### src/rtl/ram_fifo_ctrl.sv
// FIFO controller that sits in front of a dual-port RAM.
// Port A writes and port B reads. Read data follows the RAM's 1-cycle registered latency.
module ram_fifo_ctrl #(
    parameter int DATA_WIDTH = 8,
    parameter int ADDR_WIDTH = 6,
    parameter int AF_LEVEL   = 56,
    parameter int AE_LEVEL   = 8
) (
    input  logic                  clk,
    input  logic                  rst,
    input  logic                  wr_en,
    input  logic [DATA_WIDTH-1:0] wr_data,
    input  logic                  rd_en,
    output logic [DATA_WIDTH-1:0] rd_data,
    output logic                  rd_valid,
    output logic                  full,
    output logic                  empty,
    output logic                  almost_full,
    output logic                  almost_empty,
    output logic [ADDR_WIDTH:0]   count,
    output logic                  overflow,
    output logic                  underflow,
    output logic                  ram_we_a,
    output logic [ADDR_WIDTH-1:0] ram_addr_a,
    output logic [DATA_WIDTH-1:0] ram_data_a,
    output logic                  ram_we_b,
    output logic [ADDR_WIDTH-1:0] ram_addr_b,
    input  logic [DATA_WIDTH-1:0] ram_rdata_b
);

    localparam logic [ADDR_WIDTH:0] ONE    = (ADDR_WIDTH+1)'(1);
    localparam logic [ADDR_WIDTH:0] AF_CNT = (ADDR_WIDTH+1)'(AF_LEVEL);
    localparam logic [ADDR_WIDTH:0] AE_CNT = (ADDR_WIDTH+1)'(AE_LEVEL);

    logic [ADDR_WIDTH:0] wr_ptr_q, wr_ptr_d;
    logic [ADDR_WIDTH:0] rd_ptr_q, rd_ptr_d;
    logic [ADDR_WIDTH:0] count_q, count_d;
    logic                full_q, full_d;
    logic                empty_q, empty_d;
    logic                almost_full_q, almost_full_d;
    logic                almost_empty_q, almost_empty_d;
    logic                rd_valid_q, rd_valid_d;
    logic                overflow_q, overflow_d;
    logic                underflow_q, underflow_d;

    logic wr_acc;
    logic rd_acc;

    // Acceptance uses the registered (pre-edge) flags, so port A and port B never touch a live entry together.
    always_comb begin
        wr_acc = wr_en & ~full_q;
        rd_acc = rd_en & ~empty_q;

        wr_ptr_d = wr_ptr_q;
        rd_ptr_d = rd_ptr_q;
        if (wr_acc) wr_ptr_d = wr_ptr_q + ONE;
        if (rd_acc) rd_ptr_d = rd_ptr_q + ONE;

        count_d = count_q;
        case ({wr_acc, rd_acc})
            2'b10:   count_d = count_q + ONE;
            2'b01:   count_d = count_q - ONE;
            default: count_d = count_q;
        endcase

        // Equal low bits with different wrap bits mean the write pointer has lapped the read pointer.
        empty_d = (wr_ptr_d == rd_ptr_d);
        full_d  = (wr_ptr_d[ADDR_WIDTH-1:0] == rd_ptr_d[ADDR_WIDTH-1:0]) &&
                  (wr_ptr_d[ADDR_WIDTH] != rd_ptr_d[ADDR_WIDTH]);
        almost_full_d  = (count_d >= AF_CNT);
        almost_empty_d = (count_d <= AE_CNT);

        rd_valid_d  = rd_acc;
        overflow_d  = overflow_q  | (wr_en & full_q);
        underflow_d = underflow_q | (rd_en & empty_q);
    end

    always_ff @(posedge clk or negedge rst) begin
        if (!rst) begin
            wr_ptr_q       <= '0;
            rd_ptr_q       <= '0;
            count_q        <= '0;
            full_q         <= 1'b0;
            empty_q        <= 1'b1;
            almost_full_q  <= 1'b0;
            almost_empty_q <= 1'b1;
            rd_valid_q     <= 1'b0;
            overflow_q     <= 1'b0;
            underflow_q    <= 1'b0;
        end else begin
            wr_ptr_q       <= wr_ptr_d;
            rd_ptr_q       <= rd_ptr_d;
            count_q        <= count_d;
            full_q         <= full_d;
            empty_q        <= empty_d;
            almost_full_q  <= almost_full_d;
            almost_empty_q <= almost_empty_d;
            rd_valid_q     <= rd_valid_d;
            overflow_q     <= overflow_d;
            underflow_q    <= underflow_d;
        end
    end

    // The write strobe is gated by rst so the RAM cannot be written while the controller is held in reset.
    assign ram_we_a   = wr_acc & rst;
    assign ram_addr_a = wr_ptr_q[ADDR_WIDTH-1:0];
    assign ram_data_a = wr_data;
    assign ram_we_b   = 1'b0;
    assign ram_addr_b = rd_ptr_q[ADDR_WIDTH-1:0];

    assign rd_data      = ram_rdata_b;
    assign rd_valid     = rd_valid_q;
    assign full         = full_q;
    assign empty        = empty_q;
    assign almost_full  = almost_full_q;
    assign almost_empty = almost_empty_q;
    assign count        = count_q;
    assign overflow     = overflow_q;
    assign underflow    = underflow_q;

endmodule

### config.mk
export PLATFORM = sky130hd
export DESIGN_NAME = ram_fifo_ctrl
export DESIGN_NICKNAME = d
export VERILOG_FILES = /design/src/rtl/ram_fifo_ctrl.sv
export SDC_FILE = /design/constraint.sdc
export NUM_CORES = 1
export LEC_CHECK = 0
export CAP_MARGIN = 10
export CORE_MARGIN = 2
export CORE_UTILIZATION = 48
export CTS_CLUSTER_DIAMETER = 80
export DETAILED_ROUTE_END_ITERATION = 8
export PLACE_DENSITY = 0.92
export SETUP_SLACK_MARGIN = 0.5
export SLEW_MARGIN = 40
export SYNTH_ARGS = -nofsm -noshare
export SYNTH_HDL_FRONTEND = slang
export SYNTH_SLANG_ARGS = --single-unit
### constraint.sdc
create_clock -name clk -period 4.55 [get_ports clk]
set_input_delay 0.91 -clock clk [delete_from_list [all_inputs] [get_ports clk]]
set_output_delay 0.91 -clock clk [all_outputs]
set_load 0.02 [all_outputs]
# Word-level counts from Yosys, hierarchy flattened
# Cells that the tools add are included.
# word_totals
output_inout_bits	44
input_bits	20
ff_bits	28
wordCells	34
# op_classes
reduce_logical	1
bitwise_logic	9
eq_ne	5
muxes	3
add_sub_neg	4
n_lt_le_gt_ge	2
# ops
operator	count
7-bit by 1-bit adder with 7-bit output (second input constant)	3
7-bit 2-to-1 mux	2
7-bit case mux with 2 select lines	1
7-bit equality test	1
7-bit by 6-bit >= comparator with 1-bit output (second input constant)	1
7-bit by 4-bit <= comparator with 1-bit output (second input constant)	1
7-bit by 1-bit subtractor with 7-bit output (second input constant)	1
6-bit equality test	1
1-bit bitwise AND	5
2-bit by 1-bit equality test with 1-bit output (second input constant)	1
2-bit equality test (second input constant)	1
1-bit inverter	2
1-bit bitwise OR	2
1-bit logical AND	1
1-bit inequality test	1

# Longest topological paths before layout
# Gate-level depths: netlist of run 1.
# depth
word_depth	5
depth_mapped	14
mapped_depth_nobuf	12

# Worst setup path after synthesis of run 1
# No wires, ideal clock.
# synth_path
path_type	input to register
start	in wr_en
end	reg almost_empty_q, in the netlist almost_empty
slack_ns	1.440
n_path_buf	2
required_time_ns	4.445
t_arrival_ns	3.005
setup_time_ns	0.105
stages	12
cell_sequence	nor2b_2 -> buf_6 -> inv_4 -> ha_1 -> buf_6 -> and2_1 -> o211ai_1 -> a32oi_1 -> or3_2 -> a21oi_2 -> xor2_2 -> a2111oi_2
# synth_between
elab_chain_len	4
word_cells_on_any_way	5
classes_between	order compare: 1; eq/ne: 2; mux: 1; bitwise: 1
# synth_rtl
element	line	rtl
start, declared	11	input logic wr_en,
1-bit bitwise AND (*)	51	wr_acc = wr_en & ~full_q;
2-bit by 1-bit equality test with 1-bit output or 2-bit equality test (tied branches)	60	case ({wr_acc, rd_acc})
7-bit case mux with 2 select lines (*)	60	
named net count_d[5]	37	logic [ADDR_WIDTH:0] count_q, count_d;
7-bit by 4-bit <= comparator with 1-bit output (*)	71	almost_empty_d = (count_d <= AE_CNT);
named net almost_empty_d	41	logic almost_empty_q, almost_empty_d;
end signal, assigned	97	almost_empty_q <= almost_empty_d;
end, declared	41	
# The timed path passes the listed nets; every way through them passes the cells marked *.

# Worst setup path in the final report of run 1
# Same ends and word-level chain as after synthesis.

==> summary.md, run 1 <==
| Metric | Value |
|---|---|
| Status | `finished, final reports clean` |
| Net Count, Synth | `around 200` |
| CP cell instances | `clkdlybuf4s50_1, nor2b_2, inv_4, ha_1, and2_1, o211ai_1, a32oi_1, or3_2, a21oi_2, xor2_2, a2111oi_2` |
| Slowest-stage cell, CP | `clkdlybuf4s50_1` |
| Die Y | `around 65 µm` |
| Wire per inst | `~13 µm` |
| EDFF count, synth | `0` |
| Mean Syn Cell Area | `9.89 µm²` |
| PD cells | `around 770 mW/mm²` |
| Final WL | `around 3.1 mm` |
| Gr ovfl total | `0` |
| Largest family of logic cells by synthesized area | `buffers and inverters` |
| Fill cells | `between 300 and 400` |
| Hold buffers post-CTS | `0` |
| Fin nets | `~200` |
| Hold crit path type | `reg -> reg` |
| Asr flop ratio synth | `100%` |
| Max frequency | `between 200 and 300 MHz` |
| CP peak stage delay | `0.47 ns` |
| Finish-stage setup viols | `0` |
| CTS max path bufs | `2` |
| Setup total negative slack | `0 ns` |
| Vias in the first global route | `1164` |
| RSZ-0062 raised after global routing | `no` |
| Hold Fails Final Rpt | `0` |
| Largest net degree at the start of global routing | `29` |
| Pre-CTS worst setup slack | `0.634 ns` |
| First-pass GRT wire length | `5.28 mm` |
| Syn-to-layout area delta | `7.52%` |
| Chip width | `approximately 65 µm` |
| Port Buffers | `30` |
| Slew Limit Fails | `0` |
| DRC viols | `0` |
| Fin crit share | `roughly four fifths` |
| Post-synthesis mux area share | `between 1 and 1.5%` |
| Clk Tree Root Cell | `clkbuf_8` |
| Post-synthesis xor/xnor area fraction | `between 10 and 15%` |
| Placed Instances | `~220` |
| CP Launch Type | `input pin` |
| CP max FO | `11` |
| Crit-path leading delay family | `simple AND/OR/NAND/NOR gates` |
| Clock transition at the registers of the reported paths | `about 0.090 ns` |
| Critical Path AT | `around 3.8 ns` |
| FF+latch area | `703 µm²` |
| Post-cts resize count | `0` |
| Initial Util | `49.4%` |
| 1st-iter DRT viols | `47` |
| Count leader, synth | `buf_4` |
| Max-Cap Viols | `0` |
| Commonest cells post-synth | `buf_4, dfrtp_1, xnor2_1` |
| GR Util All Layers | `16.1%` |
| Die footprint | `0.00421 mm²` |
| Io pins | `between 60 and 70` |
| Period minus WS final | `3.65 ns` |
| CP Capture Type | `flip-flop` |
| Yosys reg bits | `28` |
| Top_reg_cell synth | `dfrtp_1` |
| Clk sinks | `28` |
| Sequential share of the synthesized area | `39.5%` |
| Detailed-route via count | `around 1200` |
| Post-Syn Area | `0.00178 mm²` |
| Fin util | `about 53%` |
| Post-Synth Adder-Cell Area | `about 2.8%` |
| Cell leakage power | `around 0.00079 µW` |
| Cell variety after synth | `44` |
| Worst setup margin | `approximately 0.9 ns` |
| Site Rows | `22` |
| Simple-gate share of the synthesized area | `between 15 and 20%` |
| Setup Skew | `approximately 0.0029 ns` |
| Maximum VDD drop | `about 0.26 mV` |
| Buf+Inv Stages, Crit Path | `2` |
| Worst path required time | `~4.7 ns` |
| Post-Syn Instances | `180` |
| Synth top area share | `36.5%` |
| Core area | `about 0.0036 mm²` |
| Worst-skew pair later-pin latency | `between 0.2 and 0.3 ns` |
| Layout cells sized above 1 | `about a tenth` |
| Diode count | `0` |
| Top cells by area, synth | `dfrtp_1, buf_4, xnor2_1` |
| Initial antenna violation count | `0` |
| Placer Congestion | `between 0.8 and 0.9` |
| Vias per std cell | `roughly 5.3` |
| DP HPWL | `2.27 mm` |
| CTS Buf Count | `3` |
| Compound-gate portion of the synthesized area | `about 9%` |
| Number of synthesis warnings | `0` |
| Pre-antenna DRT Iters | `4` |
| Setup bufs post-CTS | `0` |
| Fin cells | `~230` |
| Critical path class | `in -> reg` |
| Multi-input gate area | `approximately 760 µm²` |
| CTS H-tree lvls | `1` |
| Dominant cell type by area after synthesis | `dfrtp_1` |
| DRT antenna net count | `0` |
| CTS tree | `yes` |
[cells by family after synthesis]
group	Yosys count
multiplexers	2
AO/OA/AOI/OAI	23
XOR/XNOR	28
other	1
buffers and inverters	42
adder cells (fa/ha/maj)	4
flip-flops	28
AND/OR/NAND/NOR	52
[final cells by class]
class | instances | share of cell area, %
inverters | 6 | 1.44
flip-flops and latches | 28 | 36.7
well taps | 48 | 3.14
multi-input cells | 110 | 39.7
repair buffers | 31 | 16.1
clock buffers | 4 | 2.88
[metal layers]
layer  up-vias  global-route usage [%]  part of all wire [%]
met5         -                       0                     0
met3         5                    2.60                   6.6
met2        41                    24.9                    46
li1        578                       -                     -
met1       573                    21.7                    45
met4         0                    8.51                   2.0
[stage by stage]
stage	hold slack (ns)	instance area, µm²	power (µW)
after floorplan	0.489	1780	1140
after detailed placement	0.445	1860	1320
after global placement	0.438	1860	1300
after global routing	0.479	1910	1590
final	0.461	1910	1480
after CTS	0.467	1910	1480
[path summary, 6_finish.rpt]
kind	end	start	cells after the start	slack [ns]
min in group asynchronous	wr_ptr_q[0]$_DFF_PN0_	rst	2	1.04
worst max-delay path	almost_empty$_DFF_PN1_	wr_en	11	0.90
worst max register to register	almost_empty$_DFF_PN1_	full$_DFF_PN0_	10	1.61
worst min register to register	overflow$_DFF_PN0_	overflow$_DFF_PN0_	1	0.46
worst min-delay path	overflow$_DFF_PN0_	overflow$_DFF_PN0_	1	0.46
max in group asynchronous	empty$_DFF_PN1_	rst	2	3.21
[power by group]
part / leakage [µW] / switching, µW / total, µW / internal (µW)
Combinational: 0.000428 / 431 / 823 / 392
Sequential: 0.000338 / 142 / 503 / 361
Clock: 0.0000288 / 77.1 / 155 / 77.6
Total: 0.000794 / 650 / 1480 / 830
[layout by cell type (no fill, tap or decap), types with 2 or more instances in the layout]
cell type,instances
clkdlybuf4s50_1,30
dfrtp_1,26
xnor2_1,20
nand2_1,16
nor2_1,12
a21oi_1,7
xor2_1,7
nand4_1,6
inv_1,4
nor4_1,4
ha_1,4
clkbuf_8,4
and2_1,3
o21ai_0,3
inv_4,2
dfstp_2,2
Power figures use the tool's default switching activity.
==> run 2: changes to the inputs <==
CORE_UTILIZATION = 45   (was 48)
PLACE_DENSITY = 0.87   (was 0.92)
clock period = 3.6 ns   (was 4.55 ns; I/O delays follow)
==> summary.md, run 2 (synthesis gave the netlist of run 1 again) <==
| Metric | Value |
|---|---|
| Reg2reg end | `almost_empty$_DFF_PN1_ (unchanged)` |
| Worst path required time | `3.77 ns (was 4.73 ns)` |
| Status | `finished, final reports clean (unchanged)` |
| Register-to-Register Setup Slack | `0.93 ns (was 1.61 ns)` |
| Site Rows | `22 (unchanged)` |
| 1st-iter DRT viols | `55 (was 47)` |
| Most frequent cells in the layout | `clkdlybuf4s50_1, dfrtp_1, xnor2_1 (unchanged)` |
| Fin nets | `210 (was 204)` |
| Layout cells sized above 1 | `15.1% (was 10.1%)` |
| CTS tree | `yes (unchanged)` |
| Slowest-stage cell, CP | `clkdlybuf4s50_1 (unchanged)` |
| Buf+Inv Stages, Crit Path | `2 (unchanged)` |
| Diode count | `0 (unchanged)` |
| Final WL | `3.37 mm (was 3.06 mm)` |
| PD cells | `978 mW/mm² (was 773 mW/mm²)` |
| End of the worst hold path | `underflow$_DFF_PN0_ (was overflow$_DFF_PN0_)` |
| CP Capture Type | `flip-flop (unchanged)` |
| Worst hold slack | `0.464 ns (was 0.461 ns)` |
| Max frequency | `329 MHz` |
| CP max FO | `5 (was 11)` |
| Cell count of the worst hold path | `1 (unchanged)` |
| Fill cells | `346 (was 302)` |
| Setup total negative slack | `0 ns (unchanged)` |
| Vias in the first global route | `1174 (was 1164)` |
| Commonest non-fill, non-tap cell in the layout | `clkdlybuf4s50_1 (unchanged)` |
| Clk sinks | `28 (unchanged)` |
| CTS max path bufs | `2 (unchanged)` |
| Detailed-route via count | `1208 (was 1197)` |
| GR Util All Layers | `15.7% (was 16.1%)` |
| Io pins | `64 (unchanged)` |
| Pre-antenna DRT Iters | `4 (unchanged)` |
| CP Launch Type | `input pin (unchanged)` |
| DP HPWL | `2.44 mm (was 2.27 mm)` |
| Critical Path Stages | `13 (was 11)` |
| Setup Skew | `0.00123 ns (was 0.00287 ns)` |
| Initial antenna violation count | `0 (unchanged)` |
| DRC viols | `0 (unchanged)` |
| Placer Congestion | `0.834 (was 0.861)` |
| FF+latch area | `703 µm² (unchanged)` |
| Wire per inst | `14.4 µm (was 13.5 µm)` |
| RSZ-0062 raised after global routing | `yes (was no)` |
| Max-Cap Viols | `0 (unchanged)` |
| Multi-input gate area | `803 µm² (was 761 µm²)` |
| Cell leakage power | `0.000877 µW (was 0.000794 µW)` |
| Maximum VDD drop | `0.289 mV (was 0.262 mV)` |
| CTS Buf Count | `3 (unchanged)` |
| Clk Tree Root Cell | `clkbuf_8 (unchanged)` |
| Initial Util | `47.6% (was 49.4%)` |
| Gr ovfl total | `0 (unchanged)` |
| Critical path class | `in -> reg (unchanged)` |
| Crit-path leading delay family | `simple AND/OR/NAND/NOR gates (unchanged)` |
| Largest net degree at the start of global routing | `29 (unchanged)` |
| CP cell instances | `clkdlybuf4s50_1, nor2b_4, inv_4, nand2_4, xnor2_2, ha_2, nor2b_4, a21oi_1, nor4_1, a31oi_1, mux2i_1, xnor2_2, a2111oi_2 (was clkdlybuf4s50_1, nor2b_2, inv_4, ha_1, and2_1, o211ai_1, a32oi_1, or3_2, a21oi_2, xor2_2, a2111oi_2)` |
| Core area | `0.00374 mm² (was 0.00361 mm²)` |
| Hold crit path type | `reg -> reg (unchanged)` |
| Hold_sp | `underflow$_DFF_PN0_ (was overflow$_DFF_PN0_)` |
| Hold buffers post-CTS | `0 (unchanged)` |
| Critical Path AT | `3.21 ns (was 3.83 ns)` |
| Clock transition at the registers of the reported paths | `0.09 ns (about the same)` |
| Vias per std cell | `5.18 (was 5.27)` |
| Worst-skew pair later-pin latency | `0.27 ns (was 0.28 ns)` |
| Slew Limit Fails | `0 (unchanged)` |
| Chip width | `66.9 µm (was 64.9 µm)` |
| R2R depth | `12 (was 10)` |
| CP peak stage delay | `0.48 ns (was 0.47 ns)` |
| Syn-to-layout area delta | `13.6% (was 7.52%)` |
| Finish-stage setup viols | `0 (unchanged)` |
| Port Buffers | `30 (unchanged)` |
| Die footprint | `0.00448 mm² (was 0.00421 mm²)` |
| DRT antenna net count | `0 (unchanged)` |
| Period minus WS final | `~3.0 ns` |
| CTS H-tree lvls | `1 (unchanged)` |
| Reg-to-reg critical path startpoint | `empty$_DFF_PN1_ (was full$_DFF_PN0_)` |
| Fin crit share | `a little over four fifths` |
| Die Y | `66.9 µm (was 64.9 µm)` |
| Hold Fails Final Rpt | `0 (unchanged)` |
| First-pass GRT wire length | `5.40 mm (was 5.28 mm)` |
==> run 2: cell types whose count changed in the layout (fill, tap and decap cells not counted), sizes merged <==
cell	before	now
clkbuf	4	3
bufinv	0	1
buf	1	7
clkdlybuf4s50	30	28
dlymetal6s2s	0	2
==> run 2: metrics by stage <==
| stage | cell area (µm²) | total power (µW) | worst slack, ns | instances | utilization [%] |
|---|---|---|---|---|---|
| finish | 2020 | 1980 | 0.564 | 233 | 54.0 |
| global route | 2020 | 2120 | 0.393 | 233 | 54.0 |
| CTS | 1950 | 1930 | 0.516 | 230 | 52.2 |
| detailed placement | 1880 | 1680 | 0.244 | 226 | 50.3 |
| global placement | 1880 | 1660 | 0.292 | 226 | 50.3 |
| floorplan | 1780 | 1440 | 0.680 | 180 | - |
==> run 2: worst register-to-register path: stages, from the launching register on <==
cell       delay (ns)
dfstp_2          0.55
nand2b_4         0.19
inv_4            0.08
nand2_4          0.07
xnor2_2          0.11
ha_2             0.25
nor2b_4          0.17
a21oi_1          0.07
nor4_1           0.25
a31oi_1          0.10
mux2i_1          0.27
xnor2_2          0.13
a2111oi_2        0.34
==> run 2: layout make-up <==
type	instances	area share, %
inverter	6	1.36
clock inverter	1	1.48
timing repair buffer	37	17.7
multi-input combinational	110	39.7
tap	48	2.97
clock buffer	3	2.04
sequential	28	34.8
==> run 2: power breakdown <==
part	leakage [µW]	total (µW)	internal [µW]	switching [µW]
clock network	0.0000357	244	149	95.1
logic	0.000504	1090	539	553
registers	0.000338	642	456	187
==> run 2: worst max-delay path by stage <==
stage                      from                endpoint  slack [ns]
after floorplan           wr_en  almost_empty$_DFF_PN1_        0.68
final                     wr_en  almost_empty$_DFF_PN1_        0.56
after CTS                 wr_en  almost_empty$_DFF_PN1_        0.52
after global routing      wr_en  almost_empty$_DFF_PN1_        0.39
after global placement    wr_en  almost_empty$_DFF_PN1_        0.29
after detailed placement  wr_en  almost_empty$_DFF_PN1_        0.24
==> run 2: routing by layer <==
metal	track usage, %	vias up	share of wire (%)
met3	2.70	10	3.6
met4	6.12	0	1.7
met2	25.6	30	51
met1	20.7	586	44
li1	-	582	-
met5	0	-	0
==> run 2: repair_timing <==
| action | CTS | global route |
|---|---|---|
| hold endpoints to repair | 0 | 0 |
| setup endpoints to repair | 0 | 3 |
| buffers inserted | 0 | 3 |
| gates resized for setup | 0 | 10 |
==> run 3: changes to the inputs <==
clock period = 2.9 ns   (was 3.6 ns; I/O delays follow)
==> summary.md, run 3 (synthesis gave the netlist of run 1 again) <==
| Metric | Value |
|---|---|
| Status | `finished, final reports clean (unchanged)` |
| Critical path class | `in -> reg (unchanged)` |
| Fin crit share | `between 80% and 90%` |
| Die Y | `66.9 µm (unchanged)` |
| Commonest non-fill, non-tap cell in the layout | `clkdlybuf4s50_1 (unchanged)` |
| Critical Path AT | `2.67 ns (was 3.21 ns)` |
| Placed Instances | `231 (was 226)` |
| Crit-path leading delay family | `compound AO/OA/AOI/OAI gates (was simple AND/OR/NAND/NOR gates)` |
| Fin nets | `216 (was 210)` |
| CP max FO | `4 (was 5)` |
| Worst path required time | `3.08 ns (was 3.77 ns)` |
| Setup Skew | `0.00459 ns (was 0.00123 ns)` |
| 1st-iter DRT viols | `56 (was 55)` |
| GR Util All Layers | `16.4% (was 15.7%)` |
| Slew Limit Fails | `0 (unchanged)` |
| End of the worst hold path | `overflow$_DFF_PN0_ (was underflow$_DFF_PN0_)` |
| Hold crit path type | `reg -> reg (unchanged)` |
| RSZ-0062 raised after global routing | `yes (unchanged)` |
| Maximum VDD drop | `0.445 mV (was 0.289 mV)` |
| CP cell instances | `dlygate4sd2_1, nand2b_4, inv_4, nand2_4, xnor2_2, ha_2, nor2b_4, a21oi_1, nor4_1, a31oi_1, mux2i_1, xnor2_1, a2111oi_2 (was clkdlybuf4s50_1, nor2b_4, inv_4, nand2_4, xnor2_2, ha_2, nor2b_4, a21oi_1, nor4_1, a31oi_1, mux2i_1, xnor2_2, a2111oi_2)` |
| Period minus WS final | `about 2.5 ns` |
| R2R depth | `12 (unchanged)` |
| CTS Buf Count | `3 (unchanged)` |
| Vias in the first global route | `1245 (was 1174)` |
| Core area | `0.00374 mm² (unchanged)` |
| Clock transition at the registers of the reported paths | `0.10 ns (was 0.09 ns)` |
| First-pass GRT wire length | `5.54 mm (was 5.40 mm)` |
| Die footprint | `0.00448 mm² (unchanged)` |
| Buf+Inv Stages, Crit Path | `2 (unchanged)` |
| CP Capture Type | `flip-flop (unchanged)` |
| Setup total negative slack | `0 ns (unchanged)` |
| Worst-skew pair later-pin latency | `0.28 ns (was 0.27 ns)` |
| Post-route cell area | `0.00208 mm² (was 0.00202 mm²)` |
| Site Rows | `22 (unchanged)` |
| Worst setup margin | `0.409 ns (was 0.564 ns)` |
| Register-to-Register Setup Slack | `0.44 ns (was 0.93 ns)` |
| CTS H-tree lvls | `1 (unchanged)` |
| Most frequent cells in the layout | `clkdlybuf4s50_1, dfrtp_1, xnor2_1 (unchanged)` |
| Gr ovfl total | `0 (unchanged)` |
| Worst hold slack | `0.470 ns (was 0.464 ns)` |
| Layout cells sized above 1 | `19.9% (was 15.1%)` |
| Finish-stage setup viols | `0 (unchanged)` |
| Cell count of the worst hold path | `1 (unchanged)` |
| Io pins | `64 (unchanged)` |
| Clk sinks | `28 (unchanged)` |
| DP HPWL | `2.53 mm (was 2.44 mm)` |
| Slowest-stage cell, CP | `a2111oi_2 (was clkdlybuf4s50_1)` |
| Syn-to-layout area delta | `16.7% (was 13.6%)` |
| Placer Congestion | `0.823 (was 0.834)` |
| DRC viols | `0 (unchanged)` |
| Cell leakage power | `0.000884 µW (was 0.000877 µW)` |
| Port Buffers | `30 (unchanged)` |
| Fin cells | `239 (was 233)` |
| Hold buffers post-CTS | `0 (unchanged)` |
| Max frequency | `about 400 MHz` |
| Diode count | `0 (unchanged)` |
| Pre-antenna DRT Iters | `4 (unchanged)` |
| Vias per std cell | `5.25 (was 5.18)` |
| Reg2reg end | `almost_empty$_DFF_PN1_ (unchanged)` |
| Wire per inst | `14.6 µm (was 14.4 µm)` |
| Final WL | `3.48 mm (was 3.37 mm)` |
| Area after DPL | `0.00197 mm² (was 0.00188 mm²)` |
| DRT antenna net count | `0 (unchanged)` |
| Chip width | `66.9 µm (unchanged)` |
| Pre-CTS worst setup slack | `-0.152 ns (was 0.244 ns)` |
| CP peak stage delay | `0.34 ns (was 0.48 ns)` |
| Detailed-route via count | `1255 (was 1208)` |
| Reg-to-reg critical path startpoint | `empty$_DFF_PN1_ (unchanged)` |
| Initial antenna violation count | `0 (unchanged)` |
| CTS tree | `yes (unchanged)` |
| Hold Fails Final Rpt | `0 (unchanged)` |
| Clk Tree Root Cell | `clkbuf_8 (unchanged)` |
| CP Launch Type | `input pin (unchanged)` |
| Max-Cap Viols | `0 (unchanged)` |
| PD cells | `1220 mW/mm² (was 978 mW/mm²)` |
| Initial Util | `47.6% (unchanged)` |
| CTS max path bufs | `2 (unchanged)` |
| Largest net degree at the start of global routing | `29 (unchanged)` |
| Hold_sp | `overflow$_DFF_PN0_ (was underflow$_DFF_PN0_)` |
==> run 3: worst reg2reg max path, cell delays in order (launching register included) <==
cell       delay, ns
dfstp_2         0.55
nand2b_4        0.15
inv_4           0.05
nand2_4         0.07
xnor2_2         0.07
ha_2            0.20
nor2b_4         0.13
a21oi_1         0.14
nor4_1          0.05
a31oi_1         0.20
mux2i_1         0.26
xnor2_1         0.14
a2111oi_2       0.34
==> run 3: per-layer routing <==
metal	wire length, µm	vias to the layer above	global-route usage [%]
li1	-	596	-
met1	1600	613	21.4
met2	1630	38	26.1
met3	206	8	3.55
met4	48	0	7.14
met5	0	-	0
==> run 3: power by group <==
group	leakage (µW)	total, µW	switching (µW)	internal [µW]
clock	0.0000357	311	126	185
combinational	0.000511	1420	714	708
sequential	0.000338	795	229	566
==> run 3: metrics by stage <==
stage	utilization (%)	power, µW
6_report	55.5	2530
3_3_place_gp	52.5	2130
3_5_place_dp	52.5	2160
2_1_floorplan	-	1830
4_1_cts	55.5	2530
5_1_grt	55.5	2680
==> run 3: worst max-delay path by stage <==
| stage | start | to | slack [ns] | cells past startpoint |
|---|---|---|---|---|
| floorplan | wr_en | almost_empty$_DFF_PN1_ | 0.24 | 14 |
| global placement | rd_en | almost_empty$_DFF_PN1_ | -0.13 | 13 |
| detailed placement | rd_en | almost_empty$_DFF_PN1_ | -0.15 | 13 |
| CTS | empty$_DFF_PN1_ | almost_empty$_DFF_PN1_ | 0.42 | 10 |
| global route | rd_en | almost_empty$_DFF_PN1_ | 0.33 | 13 |
| finish | rd_en | almost_empty$_DFF_PN1_ | 0.41 | 13 |
==> run 3: final cells by class <==
class / instances / area [µm²]
clock inverter: 1 / 30.0
clock buffer: 3 / 41.3
sequential: 28 / 703
inverter: 6 / 30.0
tap: 48 / 60.1
multi-input combinational: 110 / 817
timing repair buffer: 43 / 397
fill: 325 / 1670
==> run 3: timing repair <==
item                                    4_1_cts  5_1_grt
resized for setup                             8        0
endpoints found under the setup margin        7        4
pin swaps                                     8        6
buffers inserted                              4        0
